### src/rtl/seq_det_pkg.sv
// Shared definitions for the serial sequence detector: controller state
// encoding and the default pattern/counter widths.
package seq_det_pkg;

    localparam int DEF_PAT_W = 8;
    localparam int DEF_CNT_W = 8;

    typedef enum logic [1:0] {
        IDLE  = 2'd0,
        ARMED = 2'd1,
        RUN   = 2'd2,
        DONE  = 2'd3
    } state_t;

    // True when a requested pattern length can be held by a PAT_W-bit window.
    function automatic logic len_legal(input int len, input int pat_w);
        return (len >= 1) && (len <= pat_w);
    endfunction

endpackage

### src/rtl/seq_matcher.sv
// Shift window, fill tracking and pattern compare for the sequence detector.
// hit is combinational and describes the bit being shifted in this cycle, so
// the controller can register it into a match pulse one cycle later.
module seq_matcher
    import seq_det_pkg::*;
#(
    parameter int PAT_W = DEF_PAT_W,
    parameter int LEN_W = $clog2(DEF_PAT_W) + 1
) (
    input  logic             clk,
    input  logic             rst,
    input  logic             clear,
    input  logic             in,
    input  logic             in_valid,
    input  logic [PAT_W-1:0] pattern,
    input  logic [LEN_W-1:0] len,
    input  logic             overlap,
    output logic             hit
);

    localparam logic [LEN_W-1:0] FILL_MAX = LEN_W'(PAT_W);

    logic [PAT_W-1:0] win;
    logic [LEN_W-1:0] fill;
    logic [PAT_W-1:0] win_shift;
    logic [LEN_W-1:0] fill_inc;
    logic [PAT_W-1:0] mask;

    // Post-shift window/fill and the masked compare against the low len bits.
    always_comb begin
        win_shift = {win[PAT_W-2:0], in};
        fill_inc  = (fill == FILL_MAX) ? fill : fill + LEN_W'(1);
        mask      = '0;
        for (int i = 0; i < PAT_W; i++) begin
            mask[i] = (i < int'(len));
        end
        hit = in_valid && (fill_inc >= len) &&
              ((win_shift & mask) == (pattern & mask));
    end

    // Window state: cleared on reset/start, shifts on each qualified bit.
    // A non-overlapping match empties the fill so the next match needs a
    // fully fresh set of len bits.
    always_ff @(posedge clk) begin
        if (rst || clear) begin
            win  <= '0;
            fill <= '0;
        end else if (in_valid) begin
            win  <= win_shift;
            fill <= (hit && !overlap) ? '0 : fill_inc;
        end
    end

endmodule

### src/rtl/seq_det_ctrl.sv
// Serial sequence detector controller: configuration handshake, the
// IDLE/ARMED/RUN/DONE state machine and the saturating match counter.
// The shift window and comparator live in seq_matcher.
module seq_det_ctrl
    import seq_det_pkg::*;
#(
    parameter int PAT_W = DEF_PAT_W,
    parameter int CNT_W = DEF_CNT_W
) (
    input  logic                   clk,
    input  logic                   rst,
    input  logic                   cfg_valid,
    output logic                   cfg_ready,
    input  logic [PAT_W-1:0]       cfg_pattern,
    input  logic [$clog2(PAT_W):0] cfg_len,
    input  logic                   cfg_overlap,
    input  logic [CNT_W-1:0]       cfg_target,
    input  logic                   start,
    input  logic                   abort,
    input  logic                   in,
    input  logic                   in_valid,
    output logic                   match,
    output logic [CNT_W-1:0]       match_count,
    output logic                   busy,
    output logic                   done,
    output logic                   cfg_err
);

    localparam int               LEN_W   = $clog2(PAT_W) + 1;
    localparam logic [CNT_W-1:0] CNT_MAX = '1;

    state_t           state;
    logic [PAT_W-1:0] pattern_q;
    logic [LEN_W-1:0] len_q;
    logic             overlap_q;
    logic [CNT_W-1:0] target_q;

    logic             cfg_ok;
    logic             start_go;
    logic             run_bit;
    logic             hit;
    logic [CNT_W-1:0] count_inc;
    logic             reach;

    // Decode of this cycle's requests against the current state. abort
    // suppresses everything else; in DONE a pending cfg takes precedence
    // over start.
    always_comb begin
        cfg_ok    = len_legal(int'(cfg_len), PAT_W);
        start_go  = !abort && start &&
                    ((state == ARMED) || ((state == DONE) && !cfg_valid));
        run_bit   = in_valid && !abort && (state == RUN);
        count_inc = (match_count == CNT_MAX) ? match_count : match_count + CNT_W'(1);
        reach     = (target_q != '0) && (count_inc == target_q);
    end

    seq_matcher #(
        .PAT_W (PAT_W),
        .LEN_W (LEN_W)
    ) u_matcher (
        .clk      (clk),
        .rst      (rst),
        .clear    (start_go),
        .in       (in),
        .in_valid (run_bit),
        .pattern  (pattern_q),
        .len      (len_q),
        .overlap  (overlap_q),
        .hit      (hit)
    );

    // Controller FSM with registered status outputs and config latching.
    always_ff @(posedge clk) begin
        if (rst) begin
            state       <= IDLE;
            cfg_ready   <= 1'b1;
            busy        <= 1'b0;
            done        <= 1'b0;
            match       <= 1'b0;
            cfg_err     <= 1'b0;
            match_count <= '0;
            pattern_q   <= '0;
            len_q       <= '0;
            overlap_q   <= 1'b0;
            target_q    <= '0;
        end else begin
            match   <= 1'b0;
            cfg_err <= 1'b0;
            case (state)
                IDLE: begin
                    if (!abort && cfg_valid) begin
                        if (cfg_ok) begin
                            pattern_q <= cfg_pattern;
                            len_q     <= cfg_len;
                            overlap_q <= cfg_overlap;
                            target_q  <= cfg_target;
                            state     <= ARMED;
                            cfg_ready <= 1'b0;
                        end else begin
                            cfg_err <= 1'b1;
                        end
                    end
                end
                ARMED: begin
                    if (abort) begin
                        state     <= IDLE;
                        cfg_ready <= 1'b1;
                    end else if (start) begin
                        state       <= RUN;
                        busy        <= 1'b1;
                        match_count <= '0;
                    end
                end
                RUN: begin
                    if (abort) begin
                        state     <= IDLE;
                        busy      <= 1'b0;
                        cfg_ready <= 1'b1;
                    end else if (hit) begin
                        match       <= 1'b1;
                        match_count <= count_inc;
                        if (reach) begin
                            state     <= DONE;
                            busy      <= 1'b0;
                            done      <= 1'b1;
                            cfg_ready <= 1'b1;
                        end
                    end
                end
                DONE: begin
                    if (abort) begin
                        state <= IDLE;
                        done  <= 1'b0;
                    end else if (cfg_valid) begin
                        if (cfg_ok) begin
                            pattern_q <= cfg_pattern;
                            len_q     <= cfg_len;
                            overlap_q <= cfg_overlap;
                            target_q  <= cfg_target;
                            state     <= ARMED;
                            done      <= 1'b0;
                            cfg_ready <= 1'b0;
                        end else begin
                            cfg_err <= 1'b1;
                        end
                    end else if (start) begin
                        state       <= RUN;
                        done        <= 1'b0;
                        busy        <= 1'b1;
                        cfg_ready   <= 1'b0;
                        match_count <= '0;
                    end
                end
                default: begin
                    state     <= IDLE;
                    busy      <= 1'b0;
                    done      <= 1'b0;
                    cfg_ready <= 1'b1;
                end
            endcase
        end
    end

endmodule
### config.mk
export PLATFORM = sky130hd
export DESIGN_NAME = seq_det_ctrl
export DESIGN_NICKNAME = d
export VERILOG_FILES = /design/src/rtl/seq_det_pkg.sv /design/src/rtl/seq_matcher.sv /design/src/rtl/seq_det_ctrl.sv
export SDC_FILE = /design/constraint.sdc
export NUM_CORES = 1
export LEC_CHECK = 0
export BUFFER_PORTS_ARGS = -buffer_cell sky130_fd_sc_hd__buf_2
export CAP_MARGIN = 10
export CORE_MARGIN = 4
export CORE_UTILIZATION = 62
export CTS_BUF_LIST = sky130_fd_sc_hd__clkbuf_16
export DETAILED_ROUTE_END_ITERATION = 8
export PLACE_DENSITY_LB_ADDON = 0.2
export SYNTH_ARGS = -nofsm -noshare
export SYNTH_HDL_FRONTEND = slang
export SYNTH_SLANG_ARGS = --single-unit
### constraint.sdc
create_clock -name clk -period 4.8 [get_ports clk]
set_clock_uncertainty 0.1 [all_clocks]
set_input_delay 0.48 -clock clk [delete_from_list [all_inputs] [get_ports clk]]
set_output_delay 0.48 -clock clk [all_outputs]
set_load 0.005 [all_outputs]
# Word level (Yosys, flattened, before mapping)
# Index checks and enable logic that the tools add are counted.
[op_classes] add_sub_neg=2 n_mul=0 div_mod_pow=0 magnitude_cmp=11 eq_ne=21 shifts=0 n_mux=69 bitwise_logic=3 n_reduce_logical=28
[ops] operator="$mux 8" count=15
[ops] operator="$pmux 8 s2" count=2
[ops] operator="$mux 1" count=29
[ops] operator="$mux 4" count=6
[ops] operator="$pmux 8 s3" count=1
[ops] operator="$reduce_and 6->1" count=4
[ops] operator="$mux 2" count=9
[ops] operator="$and 8x8->8" count=2
[ops] operator="$eq 8x8->1" count=2
[ops] operator="$lt 3x4->1 const A" count=4
[ops] operator="$ne 2x2->1 const B" count=8
[ops] operator="$logic_and 1x1->1" count=11
[ops] operator="$add 8x1->8 const B" count=1
[ops] operator="$eq 8x8->1 const B" count=1
[ops] operator="$lt 1x4->1 const A" count=2
[ops] operator="$lt 2x4->1 const A" count=2
[ops] operator="$ne 4x4->1 const B" count=2
[ops] operator="$pmux 2 s4" count=1
[ops] operator="$pmux 4 s2" count=1
[ops] operator="$reduce_bool 8->1" count=1
[ops] operator="$ne 3x3->1 const B" count=2
[ops] operator="$pmux 1 s2" count=3
[ops] operator="$add 4x1->4 const B" count=1
[ops] operator="$eq 2x2->1 const B" count=2
[ops] operator="other kinds (18)" count=22
[totals] reg_bits=47 latchBits=0 ram_bits=0 rom_bits=0 in_bits=28 output_inout_bits=13 elab_cells=147 n_memories=0

# Depth between registers and ports, before layout
# Gate-level depths: netlist (run 1).
[logic_depth] ltp_word=8 depth_mapped=13 mapped_depth_nobuf=11

# Hierarchy
# From an unflattened synthesis (run 1), not the netlist that was laid out.
[unflattened] hier_cells=373 area_unflattened_um2=3017.9
[by_module_without_submodules] module="seq_det_ctrl" n_inst=1 cells_per_inst=286 area_per_inst_um2=2232.1 seq_area_each_um2=720.7
[by_module_without_submodules] module="seq_matcher" n_inst=1 cells_per_inst=87 area_per_inst_um2=785.8 seq_area_each_um2=220.2

# Worst setup path before layout (run 1)
# OpenSTA, ideal clock, no wires.
[synth_timing] kind="register to register" from="register u_matcher.fill[0]" to="register match_count[1]" setup_ns=0.117 arrival_ns=2.572 t_required_ns=4.583 path_slack_ns=2.011 stages_incl_launch_ff=14 n_path_buf=2 synth_period_minus_slack_ns=2.789 cell_sequence="dfxtp_1 > inv_1 > ha_1 > and3b_1 > xnor2_1 > ha_1 > nand2b_1 > a211oi_1 > o21bai_1 > a31o_2 > buf_2 > and2_1 > buf_2 > a32o_1"
[synth_via] elab_chain_cells=7 elab_cells_between_ends=8 cone_classes="add/sub (1); order compare (1); eq/ne (2); mux (1); reduce/logical (3)"
[synth_rtl] element="from (decl)" line_no="seq_matcher.sv:24" rtl="logic [LEN_W-1:0] fill;"
[synth_rtl] element="from (signal assigned)" line_no="seq_matcher.sv:50" rtl="fill <= (hit && !overlap) ? '0 : fill_inc;"
[synth_rtl] element="$add 4x1->4 / $eq 4x4->1 (equally long branches)" line_no="seq_matcher.sv:32" rtl="fill_inc = (fill == FILL_MAX) ? fill : fill + LEN_W'(1);"
[synth_rtl] element="$mux 4 (*)" line_no="seq_matcher.sv:32"
[synth_rtl] element="$ge 4x4->1 (*)" line_no="seq_matcher.sv:37" rtl="hit = in_valid && (fill_inc >= len) &&"
[synth_rtl] element="$logic_and 1x1->1 (*) (2 in a row)" line_no="seq_matcher.sv:37"
[synth_rtl] element="$ne 2x1->1 (no source line) (*)"
[synth_rtl] element="$reduce_and 6->1 (no source line) (*)"
[synth_rtl] element="to (signal assigned)" line_no="seq_det_ctrl.sv:121" rtl="match_count <= count_inc;"
[synth_rtl] element="to (decl)" line_no="seq_det_ctrl.sv:23" rtl="output logic [CNT_W-1:0] match_count,"
# Mark *: on every way between the ends. The rest lies on a longest branch, timed or not.
# A chain may end at the register's enable or synchronous reset.

# Final worst setup path (run 1)
[layout_timing] from="register state[0]" to="register state[1]"
[layout_via] elab_chain_cells=6 elab_cells_between_ends=12 cone_classes="eq/ne (6); mux (1); reduce/logical (5)"
[layout_rtl] element="from (decl)" line_no="seq_det_ctrl.sv:32" rtl="state_t state;"
[layout_rtl] element="from (signal assigned)" line_no="seq_det_ctrl.sv:75" rtl="state <= IDLE;"
[layout_rtl] element="from (signal assigned)" line_no="seq_det_ctrl.sv:97" rtl="state <= ARMED;"
[layout_rtl] element="from (signal assigned)" line_no="seq_det_ctrl.sv:106" rtl="state <= IDLE;"
[layout_rtl] element="$eq 2x2->1" line_no="seq_det_ctrl.sv:52, seq_det_ctrl.sv:89"
[layout_rtl] element="$logic_and 1x1->1" line_no="seq_det_ctrl.sv:52" rtl="run_bit = in_valid && !abort && (state == RUN);"
[layout_rtl] element="$logic_and 1x1->1 (2 in a row)" line_no="seq_matcher.sv:37"
[layout_rtl] element="$ne 3x2->1 (no source line)"
[layout_rtl] element="$reduce_and 3->1 (no source line)"
# Several ways; a longest one is shown, not always the timed one.

==> metrics.txt, run 1 <==
Arr. time, crit path roughly 3.3 ns; largest area contributor in the netlist dfxtp_1; drt via density 6.51; power density cells approximately 410 nW/um^2; first-pass GRT wire length ~13 mm; Residual DRC 0; RePlAce Congestion 0.987; top-area cell type share of the netlist area around a third; Final Setup Violations 0; GR Overflow Total 0; FF-to-FF End state[1]; Die W about 77 um; I/O Buffers 40; Synth cell types 56; #FFs+latches synth 47; row cnt 24; Core ar. approximately 4400 um^2; starting DRC count in detailed routing 330; total CTS buffers 5; final core occ about three quarters; Layout area overhead 11.3%; Worst-path clk slew about 0.07 ns; Syn Area/Cell approximately 7.6 um^2; die area between 5000 and 6000 um^2; FF-to-FF setup slack roughly 1.6 ns; setup total negative slack 0 ns; ANT nets after route 0; IO Pins between 40 and 50; number of synthesized flops with an enable pin 0; Hold Crit Start cfg_overlap; Seq/Total Area, Yosys 32.2%; fin crit share between 60 and 70%; data required time at the worst endpoint approximately 4.9 ns; share of layout cells above drive strength 1 roughly 14%; antenna cell count 0; Finished Layout Cells ~470; Post-CTS Hold Buffers 0; Tightest Pin Transition 0.836 ns; cts repair resizes 0; Hold Path Depth 3; Hold Vio Cnt, Final 0; Post-synth ARST share 0%; TritonRoute pass-1 iters 5; Max-Cap Viols 0; run status complete, no violations; fin crit period between 3 and 4 ns; total power 1320 uW; CTS tree built; net count after synthesis 426; count of pins over their slew limit 0; height of the die between 70 and 80 um; Global Route Usage Sum a little over a quarter; crit path launch type flop; H-tree Lvls 2; clock latency on the worst-skew pair a little under 0.3 ns; DR WL/cell between 15 and 20 um; Crit Reg-Reg Startpoint state[0]; Post-CTS Setup Bufs 0; Lkg Pwr 0.00123 uW; DR vias roughly 3,000; dpl cells roughly 460; ranking of synthesized cells by area dfxtp_1 32%, nand2_1 9.4%, a21oi_1 6.8%, ha_1 5.1%, xnor2_1 3.6%; Starting Density 65.8%; largest net degree at the start of global routing 40; CP Max Fanout 17; Placement Setup Slack about 1.6 ns; CTS max path bufs 2; initial antenna violation count 0; Max-slew headroom 44.1%; clock sink total 47; number of nets in the layout 453; worst vdd ir 278 uV; Critical Path Sink Type flop; Worst Hold End overlap_q; most frequent cell after synthesis nand2_1; CTS root buf clkbuf_16; total wire length about 7.6 mm; Top FF cell, synth dfxtp_1; Crit Path Class flop to flop; final setup margin 1.59 ns; post-synthesis cell count 386; synthesized area a little under 3000 um^2; Warnings, synthesis 0; RSZ-0062 raised after global routing false; most frequent cells after synthesis 73 x nand2_1, 47 x dfxtp_1, 40 x a21oi_1; min-delay worst type input port to flop; vias in the first global route approximately 2,800; Reg2Reg Depth 8; dpl hpwl about 5.5 mm; Max Freq between 300 and 400 MHz
how the worst max path moves through the flow:
stage | startpoint | slack [ns] | depth (start not counted) | to
global route | state[0] | 1.39 | 8 | state[1]
global placement | state[0] | 1.77 | 8 | state[1]
CTS | state[0] | 1.58 | 8 | state[1]
detailed placement | state[0] | 1.61 | 8 | state[1]
floorplan | u_matcher.fill[0] | 2.01 | 13 | match_count[1]
finish | state[0] | 1.59 | 8 | state[1]
logic make-up after synthesis:
kind of cell,share of synthesized area [%]
adder cells (fa/ha/maj),5.13
buffers and inverters,4.96
AO/OA/AOI/OAI,26.0
multiplexers,0.685
XOR/XNOR,5.09
AND/OR/NAND/NOR,25.9
flip-flops,32.2
power by group:
group	internal [uW]	switching (uW)	leakage, uW	total [uW]
Sequential	438	56.0	0.000381	494
Combinational	175	304	0.000778	479
Clock	193	153	0.0000740	347
Total	806	514	0.00123	1320
state kept, by name, summed over array words and instances, names as in the netlist, 2 cells and up:
signal and flops:
len_q 4, match_count 8, pattern_q 8, state 2
target_q 8, u_matcher.fill 4, u_matcher.win 7
critical path, cell delays in order, from the launching register on:
cell and delay [ns]:
dfxtp_1 0.38, inv_1 0.13, ha_1 0.52, nand3b_1 0.47, a221o_1 0.43, a21oi_2 0.23
nand3_4 0.15, o41a_1 0.45, a311oi_1 0.25
area by class of cell:
class / count / area [um^2]
Inverter: 16 / 60.1
Tap cell: 52 / 65.1
Sequential cell: 47 / 941
Multi-Input combinational cell: 302 / 1840
Clock inverter: 3 / 18.8
Fill cell: 369 / 1190
Clock buffer: 5 / 125
Timing Repair Buffer: 41 / 208
per-layer routing:
layer	up-vias	global-route usage [%]	wire, um
met5	-	0	0
met4	0	11.1	160
met3	22	4.45	492
met2	137	44.0	3700
met1	1417	33.4	3270
li1	1457	-	-
stage by stage:
stage | hold slack, ns | cell area, um^2
global route | 0.324 | 3260
floorplan | 0.344 | 2920
global placement | 0.358 | 3110
detailed placement | 0.360 | 3110
CTS | 0.320 | 3260
finish | 0.321 | 3260
cell usage in the layout (no fill, tap or decap), drive strengths merged, types with 8 or more instances in the layout:
cell type and n:
a211oi 9, a21oi 41, and3 9, buf 41, dfxtp 47, ha 12, inv 17, nand2 73
nand3 11, nor2 15, nor3 8, o21ai 18, xnor2 12
Note: power is estimated with default switching activity, not from simulation.
==> inputs of run 2 (changes only) <==
- CORE_UTILIZATION: 62 -> 58
- clock period: 4.8 -> 3.2 ns (I/O delays scaled with it)
==> run 2 against run 1 <==
Worst setup slack got worse by 1.3 ns. Cell area grew 2.3%. Register-to-register slack lost 1.3 ns. Highest routed layer unchanged. Largest cell class unchanged. Die area rose by 6.2%. Hold slack lost 0.15 ns. Combinational power up 49%. Clock power rose by 70%. Via count fell by 2.2%. Maximum frequency grew 11%.
==> metrics.txt, run 2 (synthesis gave the netlist of run 1 again) <==
largest registers match_count: 8 flops, pattern_q: 8 flops, target_q: 8 flops; Layout area overhead 13.9%; drt via density approximately 6; Max Freq around 350 MHz; starting DRC count in detailed routing 350; dpl hpwl roughly 5.4 mm; share of layout cells above drive strength 1 between 10% and 20%; TritonRoute pass-1 iters 5; run status complete, no violations; crit path launch type flop; Post-CTS Setup Bufs 0; Tightest Pin Transition 0.735 ns; row cnt 25; total CTS buffers 5; Worst-path clk slew around 0.07 ns; die area 6240 um^2; Arr. time, crit path 2.92 ns; Final Setup Violations 0; I/O Buffers 40; CP Max Fanout 8; register area 941 um^2; Critical Path Sink Type flop; Slowest-stage cell, CP a2111oi_1; clock sink total between 40 and 50; Max-Cap Viols 0; CP cell instances ha_1 -> and4_1 -> a211oi_1 -> a2111oi_1 -> o21ai_0 -> o31ai_1 -> a311oi_1; CTS root buf clkbuf_16; Crit Path Class flop to flop; total power 2050 uW; Hold Vio Cnt, Final 0; cts repair resizes 0; RSZ-0062 raised after global routing false; final core occ between 60 and 70%; first-pass GRT wire length approximately 12 mm; DR WL/cell between 15 and 20 um; worst vdd ir 352 uV; min-delay worst type input port to flop; largest net degree at the start of global routing 40; Post-CTS Hold Buffers 0; setup total negative slack 0 ns; Residual DRC 0; data required time at the worst endpoint 3.23 ns; fin crit share approximately 90%; clock latency on the worst-skew pair about 0.29 ns; filler instances 430; power density cells about 620 nW/um^2; H-tree Lvls 2; IO Pins 41; number of nets in the layout between 400 and 500; commonest non-fill, non-tap cell in the layout nand2_1; total wire length about 7.4 mm; fin crit period 2.89 ns; vias in the first global route ~2,600; antenna cell count 0; Max-slew headroom roughly half; CTS tree built; initial antenna violation count 0; Die W a little under 80 um; crit path buf inv count 0; count of pins over their slew limit 0; Top Family by Delay on Critical Path compound AO/OA/AOI/OAI gates; Starting Density a little over 60%; Core ar. a little under 5000 um^2; crit-path max cell delay approximately 0.57 ns; CTS max path bufs 2; Global Route Usage Sum around a quarter; ANT nets after route 0; DR vias 2,967; most frequent cells in the layout 73 x nand2_1, 47 x dfxtp_1, 40 x a21oi_1, 40 x buf_2, 18 x o21ai_0; height of the die 79.0 um; Lkg Pwr 0.00126 uW; GR Overflow Total 0; Multi-input gate area roughly 1800 um^2; RePlAce Congestion about 0.97
[run 2: layout make-up]
cell class | count | area share (%)
repair buffers | 45 | 7.14
flip-flops and latches | 47 | 28.3
clock inverters | 3 | 1.32
inverters | 16 | 1.80
multi-input cells | 302 | 55.2
clock buffers | 5 | 3.76
well taps | 67 | 2.52
[run 2: power by group]
part           switching [uW]  internal, uW
clock network             222           368
logic                     447           270
registers                83.9           657
total                     753          1300
[run 2: final timing paths]
path / from / to / slack [ns] / cells after the start
setup / recovery: match_count[1] / state[1] / 0.31 / 7
hold / removal: cfg_target[4] / target_q[4] / 0.17 / 3
setup reg to reg: match_count[1] / state[1] / 0.31 / 7
hold reg to reg: pattern_q[6] / pattern_q[6] / 0.37 / 2
[run 2: metal layers]
metal / track usage, % / share of wire (%) / up-vias
met3: 4.08 / 6.1 / 10
met4: 7.04 / 1.7 / 0
li1: - / - / 1463
met2: 40.1 / 47 / 110
met1: 32.4 / 45 / 1384
met5: 0 / 0 / -
[run 2: metrics by stage]
step	area, um^2	setup WS (ns)	hold WS (ns)	instances
detailed placement	3160	0.334	0.364	477
CTS	3330	0.313	0.165	485
floorplan	2920	0.411	0.344	386
finish	3330	0.314	0.167	485
global placement	3160	0.417	0.357	477
global route	3330	0.0542	0.165	485
[run 2: tightest hold or removal path: cells and delay by family]
family                 cells  cell delay (ns)
buffers and inverters      1             0.10
AND/OR/NAND/NOR            1             0.05
AO/OA/AOI/OAI              1             0.05
==> inputs of run 3 (changes only) <==
- CORE_UTILIZATION: 58 -> 45
- SLEW_MARGIN: not set -> 10
==> run 3 against run 2 <==
Final cell count up 2.1%. Sequential power about the same. Register-to-register slack worse by 0.03 ns. Routed wire length up 2.7%. Cell area up 0.49%. Combinational power about the same. Sequential share of layout area down 0.14 points. Critical endpoint unchanged.
==> metrics.txt, run 3 (synthesis gave the netlist of run 1 again) <==
die area 7850 um^2; initial antenna violation count 0; Max Freq roughly 340 MHz; dpl hpwl approximately 5.6 mm; TritonRoute pass-1 iters 4; Arr. time, crit path around 3.0 ns; FF-to-FF End state[1]; DR vias between 2,000 and 3,000; cts repair resizes 0; power density cells 612 nW/um^2; Slowest-stage cell, CP a221oi_1; IO Pins just over 40; data required time at the worst endpoint roughly 3.3 ns; Clock power frac just under 30%; first-pass GRT wire length around 12 mm; commonest non-fill, non-tap cell in the layout nand2_1; Layout area overhead 14.4%; total wire length between 7 and 8 mm; Post-CTS Setup Bufs 0; RSZ-0062 raised after global routing false; Crit Path Class flop to flop; height of the die ~89 um; GR Overflow Total 0; min-delay worst type input port to flop; Core ar. approximately 6300 um^2; I/O Buffers 40; Sw Share 36.6%; Flop pwr share a little over a third; Max-Cap Viols 0; starting DRC count in detailed routing just under 200; most frequent cells in the layout 73 x nand2_1, 47 x dfxtp_1, 40 x a21oi_1, 40 x buf_2, 18 x o21ai_0; CP Max Fanout 8; Residual DRC 0; Worst-path clk slew 0.07 ns; Starting Density a little under half; crit-path max cell delay 0.53 ns; Top Family by Delay on Critical Path compound AO/OA/AOI/OAI gates; CTS tree built; Hold Path Depth 3; total CTS buffers 5; Finished Layout Cells a little under 500; fin crit share between 90% and 100%; Reg2Reg Depth 7; fin crit period 2.91 ns; Global Route Usage Sum between 15 and 20%; dpl cells around 490; count of pins over their slew limit 0; CTS root buf clkbuf_16; drt via density 5.90; combinational share of power between 30% and 40%; Crit Reg-Reg Startpoint match_count[1]; number of nets in the layout between 400 and 500; vias in the first global route around 2,600; DR WL/cell around 15 um; row cnt 29; Max-slew headroom about half; ANT nets after route 0; clock sink total 47; antenna cell count 0; Worst Hold End target_q[4]; Lkg Pwr around 0.0013 uW; CP cell instances ha_1 -> and4_1 -> nand4b_1 -> a221oi_1 -> o22ai_1 -> o41a_1 -> a311oi_1; Hold Vio Cnt, Final 0; Critical Path Sink Type flop; clock latency on the worst-skew pair approximately 0.28 ns; H-tree Lvls 2; setup total negative slack 0 ns; CTS max path bufs 2; Post-CTS Hold Buffers 0; largest net degree at the start of global routing 40; largest registers match_count: 8 flops, pattern_q: 8 flops, target_q: 8 flops; share of layout cells above drive strength 1 14.8%; Die W 88.6 um; Hold Crit Start cfg_target[4]; run status complete, no violations; FF-to-FF setup slack approximately 0.29 ns; RePlAce Congestion slightly above 0.9; Tightest Pin Transition 0.761 ns; Int Power 1300 uW; Psw between 700 and 800 uW; crit path buf inv count 0; Final Setup Violations 0; worst vdd ir 264 uV; crit path launch type flop
## run 3: cell count changes in the layout (fill, tap and decap cells not counted)
cell       delta
a2111oi_1     -1
a2111oi_2     +1
clkinv_1      +1
clkinv_2      -1
clkinv_4      -1
inv_6         +1
## run 3: worst max-delay path by stage
stage                endpoint              start  slack, ns  depth (start not counted)
5_1_grt              state[1]     match_count[1]       0.02                          7
4_1_cts              state[1]     match_count[1]       0.25                          7
3_3_place_gp         state[1]     match_count[1]       0.38                          7
6_report             state[1]     match_count[1]       0.29                          7
3_5_place_dp         state[1]     match_count[1]       0.28                          7
2_1_floorplan  match_count[1]  u_matcher.fill[0]       0.41                         13
## run 3: worst reg2reg max path: stages, from the launching register on
cell      delay, ns
dfxtp_1        0.46
ha_1           0.35
and4_1         0.36
nand4b_1       0.19
a221oi_1       0.53
o22ai_1        0.17
o41a_1         0.42
a311oi_1       0.24
## run 3: through the flow
| stage | util [%] | area (um^2) | worst slack [ns] | power [uW] | hold WS, ns |
|---|---|---|---|---|---|
| after floorplan | - | 2920 | 0.411 | 1270 | 0.344 |
| after global placement | 50.3 | 3170 | 0.383 | 1450 | 0.356 |
| after detailed placement | 50.3 | 3170 | 0.280 | 1460 | 0.362 |
| after CTS | 52.9 | 3340 | 0.252 | 2050 | 0.160 |
| after global routing | 53.0 | 3350 | 0.0192 | 2200 | 0.159 |
| final | 53.0 | 3350 | 0.288 | 2050 | 0.168 |
## run 3: power by group through the flow
| stage | logic, uW | registers [uW] | clock network [uW] |
|---|---|---|---|
| 5_1_grt | 811 | 749 | 636 |
| 6_report | 717 | 738 | 594 |
| 4_1_cts | 710 | 737 | 606 |
| 3_3_place_gp | 699 | 750 | 0 |
| 2_1_floorplan | 543 | 729 | 0 |
| 3_5_place_dp | 705 | 751 | 0 |
## run 3: area by class of cell
cell class | count | area (um^2)
clock buffer | 5 | 125
clock inverter | 3 | 42.5
fill | 647 | 2970
inverter | 16 | 60.1
multi-input combinational | 302 | 1840
sequential | 47 | 941
tap | 77 | 96.3
timing repair buffer | 45 | 238
## run 3: metal layers
metal	track usage, %	part of all wire [%]
met2	33.5	50
met3	3.91	5.7
met4	5.22	0.81
met5	0	0
met1	25.7	43
